### config.mk
export PLATFORM = sky130hd
export DESIGN_NAME = fetch_sequencer_flat
export DESIGN_NICKNAME = d
export VERILOG_FILES = /design/src/rtl/fetch_sequencer_if.sv /design/src/rtl/fetch_sequencer.sv /design/src/flat_wrapper.sv
export SDC_FILE = /design/constraint.sdc
export NUM_CORES = 1
export LEC_CHECK = 0
export CAP_MARGIN = 5
export CORE_MARGIN = 1.5
export CORE_UTILIZATION = 51
export CTS_CLUSTER_DIAMETER = 50
export CTS_CLUSTER_SIZE = 10
export DETAILED_ROUTE_END_ITERATION = 7
export PLACE_DENSITY_LB_ADDON = 0.1
export SETUP_SLACK_MARGIN = 0.3
export SYNTH_ARGS = -nofsm -noshare
export SYNTH_HDL_FRONTEND = slang
export SYNTH_SLANG_ARGS = --single-unit
### constraint.sdc
create_clock -name CLK -period 5.25 [get_ports CLK]
set_input_delay 0.7875 -clock CLK [delete_from_list [all_inputs] [get_ports CLK]]
set_output_delay 0.7875 -clock CLK [all_outputs]
set_load 0.01 [all_outputs]
### src/rtl/fetch_sequencer_if.sv
// rtl/fetch_sequencer_if.sv - instruction-memory and downstream-issue handshake bundle
//
// Purpose: groups the instruction-memory req/ack port and the downstream
// valid/ready issue port of fetch_sequencer.
// Signals:
//   imem_req/imem_addr   sequencer -> memory request and address
//   imem_ack/imem_data   memory -> sequencer data valid and instruction word
//   inst_valid/inst_out/inst_pc  sequencer -> decode, registered instruction and its PC
//   inst_ready           decode -> sequencer accept
// Modports: master (sequencer side), slave (memory/decode side).
interface fetch_sequencer_if #(
  parameter int PC_W   = 8,
  parameter int INST_W = 10
);
  logic              imem_req;
  logic [PC_W-1:0]   imem_addr;
  logic              imem_ack;
  logic [INST_W-1:0] imem_data;
  logic              inst_valid;
  logic              inst_ready;
  logic [INST_W-1:0] inst_out;
  logic [PC_W-1:0]   inst_pc;

  modport master (
    output imem_req, imem_addr, inst_valid, inst_out, inst_pc,
    input  imem_ack, imem_data, inst_ready
  );

  modport slave (
    input  imem_req, imem_addr, inst_valid, inst_out, inst_pc,
    output imem_ack, imem_data, inst_ready
  );
endinterface

### src/rtl/fetch_sequencer.sv
// rtl/fetch_sequencer.sv - variable-latency instruction-fetch sequencer
//
// Purpose: fetches instructions over a req/ack memory port, holds each one
// registered on a valid/ready issue port, applies relative/absolute branches
// and halt on consume, and keeps retired-instruction and active-cycle counters.
// Optional build macro: STALL_COUNT_EN adds StallCounter.
// Ports:
//   CLK, RST_N        clock (rising edge), asynchronous active-low reset
//   start             synchronous restart from START_PC, clears counters
//   halt_req          consumed instruction is a halt
//   branch            00 none, 01 relative, 10 absolute, 11 none
//   branch_target     signed offset or absolute address
//   bus               fetch_sequencer_if.master (imem_* and inst_* handshakes)
//   PC                current fetch PC
//   halted            sequencer is halted
//   InstCounter       retired instruction count
//   CycleCounter      cycles spent in FETCH or ISSUE
//   StallCounter      (STALL_COUNT_EN only) FETCH-without-ack plus ISSUE-without-ready cycles
module fetch_sequencer #(
  parameter int              PC_W     = 8,
  parameter int              INST_W   = 10,
  parameter int              CNT_W    = 16,
  parameter logic [PC_W-1:0] START_PC = '0
) (
  input  logic                 CLK,
  input  logic                 RST_N,
  input  logic                 start,
  input  logic                 halt_req,
  input  logic [1:0]           branch,
  input  logic [PC_W-1:0]      branch_target,
  fetch_sequencer_if.master    bus,
  output logic [PC_W-1:0]      PC,
  output logic                 halted,
  output logic [CNT_W-1:0]     InstCounter,
  output logic [CNT_W-1:0]     CycleCounter
`ifdef STALL_COUNT_EN
  ,
  output logic [CNT_W-1:0]     StallCounter
`endif
);

  localparam logic [1:0] IDLE   = 2'd0;
  localparam logic [1:0] FETCH  = 2'd1;
  localparam logic [1:0] ISSUE  = 2'd2;
  localparam logic [1:0] HALTED = 2'd3;

  localparam logic [CNT_W-1:0] CNT_ONE = CNT_W'(1);
  localparam logic [PC_W-1:0]  PC_ONE  = PC_W'(1);

  logic [1:0]        state_q, state_d;
  logic [PC_W-1:0]   pc_q, pc_d;
  logic [INST_W-1:0] inst_out_q, inst_out_d;
  logic [PC_W-1:0]   inst_pc_q, inst_pc_d;
  logic [CNT_W-1:0]  inst_cnt_q, inst_cnt_d;
  logic [CNT_W-1:0]  cyc_cnt_q, cyc_cnt_d;
`ifdef STALL_COUNT_EN
  logic [CNT_W-1:0]  stall_cnt_q, stall_cnt_d;
`endif

  logic [PC_W-1:0]   next_pc;

  // Branch offset and PC share a width, so the adder's natural wrap is the
  // sign-extended, truncated relative target.
  always_comb begin
    next_pc = inst_pc_q + PC_ONE;
    case (branch)
      2'b01:   next_pc = inst_pc_q + branch_target;
      2'b10:   next_pc = branch_target;
      default: next_pc = inst_pc_q + PC_ONE;
    endcase
  end

  always_comb begin
    state_d    = state_q;
    pc_d       = pc_q;
    inst_out_d = inst_out_q;
    inst_pc_d  = inst_pc_q;
    inst_cnt_d = inst_cnt_q;
    cyc_cnt_d  = cyc_cnt_q;
`ifdef STALL_COUNT_EN
    stall_cnt_d = stall_cnt_q;
`endif
    if (start) begin
      // Restart abandons any in-flight fetch; an ack this cycle is dropped.
      state_d    = FETCH;
      pc_d       = START_PC;
      inst_cnt_d = '0;
      cyc_cnt_d  = '0;
`ifdef STALL_COUNT_EN
      stall_cnt_d = '0;
`endif
    end else begin
      case (state_q)
        FETCH: begin
          cyc_cnt_d = cyc_cnt_q + CNT_ONE;
          if (bus.imem_ack) begin
            inst_out_d = bus.imem_data;
            inst_pc_d  = pc_q;
            state_d    = ISSUE;
          end
`ifdef STALL_COUNT_EN
          else begin
            stall_cnt_d = stall_cnt_q + CNT_ONE;
          end
`endif
        end
        ISSUE: begin
          cyc_cnt_d = cyc_cnt_q + CNT_ONE;
          if (bus.inst_ready) begin
            inst_cnt_d = inst_cnt_q + CNT_ONE;
            if (halt_req) begin
              state_d = HALTED;
            end else begin
              pc_d    = next_pc;
              state_d = FETCH;
            end
          end
`ifdef STALL_COUNT_EN
          else begin
            stall_cnt_d = stall_cnt_q + CNT_ONE;
          end
`endif
        end
        IDLE:    state_d = IDLE;
        HALTED:  state_d = HALTED;
        default: state_d = IDLE;
      endcase
    end
  end

  always_ff @(posedge CLK or negedge RST_N) begin
    if (!RST_N) begin
      state_q    <= IDLE;
      pc_q       <= START_PC;
      inst_out_q <= '0;
      inst_pc_q  <= '0;
      inst_cnt_q <= '0;
      cyc_cnt_q  <= '0;
`ifdef STALL_COUNT_EN
      stall_cnt_q <= '0;
`endif
    end else begin
      state_q    <= state_d;
      pc_q       <= pc_d;
      inst_out_q <= inst_out_d;
      inst_pc_q  <= inst_pc_d;
      inst_cnt_q <= inst_cnt_d;
      cyc_cnt_q  <= cyc_cnt_d;
`ifdef STALL_COUNT_EN
      stall_cnt_q <= stall_cnt_d;
`endif
    end
  end

  assign bus.imem_req   = (state_q == FETCH);
  assign bus.imem_addr  = pc_q;
  assign bus.inst_valid = (state_q == ISSUE);
  assign bus.inst_out   = inst_out_q;
  assign bus.inst_pc    = inst_pc_q;
  assign PC             = pc_q;
  assign halted         = (state_q == HALTED);
  assign InstCounter    = inst_cnt_q;
  assign CycleCounter   = cyc_cnt_q;
`ifdef STALL_COUNT_EN
  assign StallCounter   = stall_cnt_q;
`endif

endmodule
### src/flat_wrapper.sv
// flat-port wrapper written by rule: the top's interface ports become plain ports
module fetch_sequencer_flat 
#(
  parameter int              PC_W     = 8,
  parameter int              INST_W   = 10,
  parameter int              CNT_W    = 16,
  parameter logic [PC_W-1:0] START_PC = '0
)
  (CLK, RST_N, start, halt_req, branch, branch_target, PC, halted, InstCounter, CycleCounter, bus_imem_req, bus_imem_addr, bus_inst_valid, bus_inst_out, bus_inst_pc, bus_imem_ack, bus_imem_data, bus_inst_ready);
  fetch_sequencer_if #(.PC_W(PC_W), .INST_W(INST_W)) bus_i ();
  input  logic CLK;
  input  logic RST_N;
  input  logic start;
  input  logic halt_req;
  input  logic [1:0] branch;
  input  logic [PC_W-1:0] branch_target;
  output logic [PC_W-1:0] PC;
  output logic halted;
  output logic [CNT_W-1:0] InstCounter;
  output logic [CNT_W-1:0] CycleCounter;
  output wire logic [$bits(bus_i.imem_req)-1:0] bus_imem_req;
  output wire logic [$bits(bus_i.imem_addr)-1:0] bus_imem_addr;
  output wire logic [$bits(bus_i.inst_valid)-1:0] bus_inst_valid;
  output wire logic [$bits(bus_i.inst_out)-1:0] bus_inst_out;
  output wire logic [$bits(bus_i.inst_pc)-1:0] bus_inst_pc;
  input wire logic [$bits(bus_i.imem_ack)-1:0] bus_imem_ack;
  input wire logic [$bits(bus_i.imem_data)-1:0] bus_imem_data;
  input wire logic [$bits(bus_i.inst_ready)-1:0] bus_inst_ready;
  assign bus_imem_req = bus_i.imem_req;
  assign bus_imem_addr = bus_i.imem_addr;
  assign bus_inst_valid = bus_i.inst_valid;
  assign bus_inst_out = bus_i.inst_out;
  assign bus_inst_pc = bus_i.inst_pc;
  assign bus_i.imem_ack = bus_imem_ack;
  assign bus_i.imem_data = bus_imem_data;
  assign bus_i.inst_ready = bus_inst_ready;
  fetch_sequencer #(.PC_W(PC_W), .INST_W(INST_W), .CNT_W(CNT_W), .START_PC(START_PC)) u_core (.CLK(CLK), .RST_N(RST_N), .start(start), .halt_req(halt_req), .branch(branch), .branch_target(branch_target), .bus(bus_i), .PC(PC), .halted(halted), .InstCounter(InstCounter), .CycleCounter(CycleCounter));
endmodule
After elaboration in Yosys (flattened, before gate mapping)
Index checks and enable logic that the tools add are counted.
Cells by class
  shift-type cells: 0
  add/sub/neg operators: 4
  divide/modulo/power cells: 0
  reduce and logical (&&, ||, !) cells: 9
  bitwise gates (word level): 1
  $lt $le $gt $ge: 0
  $mul: 0
  multiplexer cells: 15
  equal/unequal tests: 8
Operators by type and width (count)
  $mux W16: 5
  $add A16 B1 Y16 const B: 2
  $mux W8: 4
  $pmux W8 S2: 1
  $add A8 B1 Y8 const B: 1
  $add A8 B8 Y8: 1
  $mux W2: 4
  $pmux W2 S4: 1
  $eq A2 B2 Y1 const B: 3
  $ne A3 B2 Y1 const B: 2
  $reduce_and A3 Y1: 2
  $reduce_bool A2 Y1: 3
  $eq A2 B1 Y1 const B: 2
  $reduce_and A2 Y1: 2
  $logic_not A2 Y1: 1
  $ne A2 B2 Y1 const B: 1
  $reduce_or A2 Y1: 1
  $not A1 Y1: 1
Word-level totals
  memory bits (read-only): 0
  bits in latches: 0
  memories kept: 0
  flip-flop bits (word level): 60
  input port bits: 26
  RAM bits: 0

Longest topological paths before layout
Gate-level depths: netlist of run 1.
  depth after elaboration: 6
  depth in mapped cells: 10
  gate-level depth less buffers: 10

Least setup slack after synthesis of run 1
No wires, ideal clock.
  path kind: in2reg
  start point: input branch[0]
  end point: register u_core.pc_q[7], in the netlist u_core.PC[7]
  setup slack: 2.882 ns
  stages on the path: 8
  buffers on the path: 0
  data arrival time: 2.238 ns
  cells stage by stage: nor2b_1 -> and2_1 -> ha_1 -> a21o_1 -> a31o_2 -> a21oi_1 -> xnor2_1 -> o21ai_0
Between the ends
  word-level cells in the longest chain between the ends: 6
RTL lines
  from (decl): RTL line flat_wrapper.sv:15  | input logic [1:0] branch;
  $eq A2 B2 Y1 or $eq A2 B1 Y1 (tied branches): RTL line fetch_sequencer.sv:66  | case (branch)
  $pmux W8 S2 *: RTL line fetch_sequencer.sv:66
  $mux W8 *: RTL line fetch_sequencer.sv:111  | if (halt_req) begin
  $mux W8 *: RTL line fetch_sequencer.sv:109  | if (bus.inst_ready) begin
  $mux W8 *: RTL line fetch_sequencer.sv:93  | case (state_q)
  $mux W8 *: RTL line fetch_sequencer.sv:83  | if (start) begin
  to (signal assigned): RTL line fetch_sequencer.sv:144  | pc_q <= pc_d;
  to (decl): RTL line fetch_sequencer.sv:51  | logic [PC_W-1:0] pc_q, pc_d;
Every way passes the cells marked *; elsewhere a longest branch is shown, timed or not. The select of a mux whose other input is x is not followed.
A chain may end at the register's enable or synchronous reset.

Worst setup path after layout of run 1
  start point: input branch[0]
  end point: register u_core.pc_q[6], in the netlist u_core.PC[6]
Same word-level chain as after synthesis.

==> impl_results.md, run 1 <==
- Hold Path Class: reg2reg
- Post-CTS Resized: 0
- Initial drt markers: 71
- FMAX: 0.3563 GHz
- Row cnt: 28
- RSZ-0062 raised after global routing: false
- Clock-pin slew on the worst setup and hold paths: 0.07 ns
- Setup violations, final: 0
- Most frequent CP cell: nor2b_1
- CTS tree: done
- Fin crit period: 2.806 ns
- Die Area: 6630 sq um
- Least-Margin Pin Slew: 0.9105 ns
- Number of synthesized flops with an enable pin: 0
- DR DRC count: 0
- I/O Pins: 95
- H-tree levels: 3
- Flops & latches, synth: 60
- Lkg Pwr: 1.884 nW
- Worst-Skew Late Latency: 0.33 ns
- Largest net degree at the start of global routing: 61
- Die W: 81.43 um
- Synth Cell Area: 3137 sq um
- Worst clock skew: 0.009178 ns
- ANT cells: 0
- Bufs and invs on worst path: 1
- WL final: 7205 um
- Total number of vias: 2,552
- Area Growth Syn to Fin: 35.86%
- CTS Buffer Depth: 2
- Fin nets: 431
- Post-synth ARST share: 1.000
- Net Count, Synth: 339
- Root buffer cell: clkbuf_8
- Worst IR Drop VDD: 193.0 uV
- Hold Violations, Final: 0
- Period utilization: 0.5345
- Setup crit end kind: flop
- Gpl congestion: 0.9483
- Max-slew headroom: 0.3883
- Top delay family on crit path: simple AND/OR/NAND/NOR gates
- Fin. max-slew vios: 0
- Buffers on Ports: 94
- Post-CTS setup buffers: 0
- Cell Chain, Critical Path: clkdlybuf4s50_1 > nor2b_1 > nand2_1 > fa_1 > nor2b_1 > o2111ai_1 > nand4b_1 > xnor2_1 > o21ai_0
- Area fraction of the dominant cell type after synthesis: 0.4787
- Mapped Avg Cell Area: 10.49 sq um
- MaxCap Viol Count: 0
- Routed Antenna Nets: 0
- Initial Util: 0.5298
- Outcome: finished, final reports clean
- Grt ovf: 0
- Commonest non-fill, non-tap cell in the layout: clkdlybuf4s50_1
- Synth area leaders: dfrtp_1, mux2_2, ha_1
- Crit path largest cell delay: 0.49 ns
- Clock sinks: 60
- Yosys Warn Count: 0
- Core area: 5921 sq um
- Most frequent cells in the layout: clkdlybuf4s50_1, dfrtp_1, nor2_1, nand2_1, mux2_2
- Routed len/inst: 15.30 um
- PwrDens: 305.8 nW/um^2
- Synth Instances: 299
- Cts hold-fix bufs: 0
- Setup TNS: 0 ns
- Register area share after synthesis: 0.4787
- 1st-pass router iterations: 4
- Vias in the first global route: 2,463
- Initial antenna violation count: 0
- Num CTS Buffers: 9
- Synth area leader: dfrtp_1
- Die height: 81.43 um
- Ys flop type: dfrtp_1
- First-pass GRT wire length: 11,550 um
- GRT Overall Usage: 0.2287
- CP max stage cell: clkdlybuf4s50_1
- CP Max Fanout: 8
- Vias/cell: 5.418
- Hpwl dp: 5181 um
- Arrival time worst endpoint: 3.01 ns
- Startpoint types: input pin
- Core Util, Final: 0.7198
- Kind of critical path: in2reg
- WP data required: 5.45 ns
- Layout cells sized above 1: 0.1010
- Count of cell types in the netlist: 42
[cell type report]
type	count	area [sq um]
inverter	9	33.78
clock inverter	4	25.02
multi-input combinational	215	1511
clock buffer	12	145.1
timing repair buffer	96	950.9
tap	75	93.84
fill	466	1659
sequential	60	1501
[power by group]
group	internal, mW	switching [mW]
registers	0.520	0.0433
clock network	0.183	0.178
logic	0.217	0.162
total	0.920	0.383
[sequential cells by signal, indices dropped and copies added, names as in the netlist]
register / flops
u_core.CycleCounter: 16
u_core.InstCounter: 16
u_core.bus.inst_out: 10
u_core.bus.inst_pc: 8
u_core.state_q: 2
u_core.PC: 8
[worst register-to-register path, stage by stage, from the launching register on]
cell and delay (ns):
dfrtp_1 0.44, inv_1 0.10, ha_1 0.25, nand2_1 0.14, nor3_1 0.72, nand2_1 0.22, o21ai_0 0.23
[cell usage after synthesis (2+ instances only)]
cell and instances:
inv_1 9, xnor2_1 14, a21o_1 2, nand2b_1 3
and4_1 3, buf_4 8, mux2_2 18, a211oi_1 2
xor2_1 16, nand3_1 6, a32oi_1 5, o21ai_0 14
and2_1 6, nand4b_1 2, or3_1 6, nor2_1 33
buf_2 3, nand2_1 24, mux2i_1 3, ha_1 13
nand4_1 6, buf_1 3, nor3_1 7, dfrtp_1 60
nor2b_1 4, and3_1 4, a21oi_1 10
[logic make-up after synthesis]
kind of cell | after synthesis | share of synthesized area
AND/OR/NAND/NOR | 109 | 0.1811
flip-flops | 60 | 0.4787
AO/OA/AOI/OAI | 41 | 0.08457
XOR/XNOR | 30 | 0.08376
buffers and inverters | 24 | 0.03949
multiplexers | 21 | 0.07419
adder cells (fa/ha/maj) | 14 | 0.05824
[layer usage]
layer  part of all wire  vias up  global-route usage
met5                  0        -                   0
met4             0.0087        0             0.08103
met3              0.053       11             0.04444
met2               0.52       69              0.4025
met1               0.41     1253              0.2780
li1                   -     1219                   -
[per-stage QoR]
| stage | setup slack, ns | hold slack (ns) | area (sq um) | total power, mW | std cells |
|---|---|---|---|---|---|
| floorplan | 2.882 | 0.4919 | 3137 | 0.7626 | 299 |
| global placement | 2.190 | 0.4876 | 4091 | 0.9435 | 455 |
| detailed placement | 2.129 | 0.4980 | 4091 | 0.9531 | 455 |
| CTS | 2.461 | 0.5154 | 4262 | 1.318 | 471 |
| global route | 2.282 | 0.5312 | 4262 | 1.369 | 471 |
| finish | 2.444 | 0.5095 | 4262 | 1.303 | 471 |
[final timing paths]
path                                         from                endpoint  slack, ns  cells after the start
setup reg to reg                u_core.state_q[0]            u_core.PC[6]       3.09                      6
max in group asynchronous                   RST_N   u_core.bus.inst_pc[1]       4.12                      2
hold / removal             u_core.bus.inst_out[7]  u_core.bus.inst_out[7]       0.51                      1
min in group asynchronous                   RST_N  u_core.InstCounter[15]       0.61                      2
hold reg to reg            u_core.bus.inst_out[7]  u_core.bus.inst_out[7]       0.51                      1
setup / recovery                        branch[0]            u_core.PC[6]       2.44                      9
No activity file was read; power rests on OpenSTA's default activity.
==> run 2, diff against run 1 <==
- CORE_UTILIZATION: 51 -> 47
- clock period: 5.25 -> 2.7 ns (I/O delays scaled with it)
==> impl_results.md, run 2 (synthesis gave the netlist of run 1 again) <==
- GRT Overall Usage: 0.2220
- Fin. max-slew vios: 0
- H-tree levels: 3
- CP max stage cell: clkdlybuf4s50_1
- Filler Cells Inserted: 497
- Total power: 2.868 mW
- Core area: 6386 sq um
- RSZ-0062 raised after global routing: false
- Clock-pin slew on the worst setup and hold paths: 0.07 ns
- Row cnt: 29
- Routed len/inst: 15.48 um
- CP Max Fanout: 8
- Arrival time worst endpoint: 2.47 ns
- Worst clock skew: 0.007709 ns
- FMAX: 0.4454 GHz
- Worst-Skew Late Latency: 0.34 ns
- Post-route design area: 4409 sq um
- Fin nets: 437
- Fin crit period: 2.245 ns
- Clock sinks: 60
- Setup crit end kind: flop
- Post-CTS setup buffers: 0
- Area Growth Syn to Fin: 40.57%
- Worst r2r src: u_core.state_q[0]
- Worst IR Drop VDD: 383.4 uV
- Lkg Pwr: 1.971 nW
- Period utilization: 0.8316
- Vias/cell: 5.463
- Hpwl dp: 5204 um
- Worst slack, placed: 0.09166 ns
- Crit path largest cell delay: 0.50 ns
- Cts hold-fix bufs: 0
- Die W: 84.70 um
- Num CTS Buffers: 9
- Die Area: 7173 sq um
- Setup TNS: 0 ns
- CTS tree: done
- Routed Antenna Nets: 0
- Hold Path Class: in2async
- Kind of critical path: in2reg
- Placed inst area: 4151 sq um
- Final std cells w/o fill: 479
- Initial antenna violation count: 0
- Die height: 84.70 um
- Grt ovf: 0
- WL final: 7414 um
- Total number of vias: 2,617
- Root buffer cell: clkbuf_8
- Outcome: finished, final reports clean
- Core Util, Final: 0.6904
- CTS Buffer Depth: 2
- Most frequent cells in the layout: clkdlybuf4s50_1, dfrtp_1, nor2_1, nand2_1, mux2_2
- Largest net degree at the start of global routing: 35
- Buffers on Ports: 94
- Worst hold slack: 0.09832 ns
- ANT cells: 0
- DR DRC count: 0
- Cell Chain, Critical Path: clkdlybuf4s50_1 > nor2b_1 > buf_4 > nand2b_1 > ha_2 > inv_1 > fa_1 > nor2b_2 > o2111ai_1 > nand4b_1 > xnor2_1 > o21ai_0
- Placed Instances: 463
- Vias in the first global route: 2,614
- Initial drt markers: 92
- Hold Violations, Final: 0
- Setup violations, final: 0
- Gpl congestion: 0.8987
- Layout cells sized above 1: 0.1219
- Startpoint types: input pin
- 1st-pass router iterations: 4
- Setup ws final: 0.4548 ns
- PwrDens: 650.5 nW/um^2
- Commonest non-fill, non-tap cell in the layout: clkdlybuf4s50_1
- Worst setup path startpoint: branch[1]
- First-pass GRT wire length: 12,470 um
- MaxCap Viol Count: 0
- WP data required: 2.92 ns
- Initial Util: 0.4912
- I/O Pins: 95
- Max-slew headroom: 0.5516
- Least-Margin Pin Slew: 0.6726 ns
## run 2: what timing repair did
action                                 in CTS  in global routing
endpoints found under the hold margin       0                  0
resized for setup                           0                  3
setup endpoints to repair                   0                  1
## run 2: worst max-delay path, delay by kind of cell
kind | cells | cell delay, ns
AO/OA/AOI/OAI | 2 | 0.22
XOR/XNOR | 1 | 0.12
adder cells (fa/ha/maj) | 2 | 0.56
buffers and inverters | 3 | 0.71
AND/OR/NAND/NOR | 4 | 0.44
## run 2: final cells by class
class	count	area [sq um]	area share
Clock inverter	4	95.09	0.02157
Clock buffer	12	155.1	0.03519
Timing Repair Buffer	102	1011	0.2293
Inverter	9	33.78	0.007662
Multi-Input combinational cell	215	1516	0.3439
Tap cell	77	96.34	0.02185
Sequential cell	60	1501	0.3405
## run 2: power by group
group | leakage [nW] | internal (mW) | switching [mW]
Combinational | 1.03 | 0.430 | 0.322
Sequential | 0.810 | 1.01 | 0.0897
Clock | 0.127 | 0.663 | 0.353
Total | 1.97 | 2.10 | 0.765
## run 2: path summary, 6_finish.rpt
| check | cells past startpoint | to | slack [ns] |
|---|---|---|---|
| min | 1 | u_core.CycleCounter[14] | 0.1 |
| min in group CLK | 1 | u_core.bus.inst_out[6] | 0.51 |
| max in group asynchronous | 2 | u_core.bus.inst_pc[2] | 1.99 |
| min reg2reg | 1 | u_core.bus.inst_out[6] | 0.51 |
| max reg2reg | 7 | u_core.CycleCounter[15] | 0.63 |
| max | 12 | u_core.PC[6] | 0.45 |
## run 2: metal layers
metal,GRT usage,wire (um)
met5,0,0
met4,0.07185,119
met3,0.07178,406
met2,0.3730,3708
met1,0.2719,3180
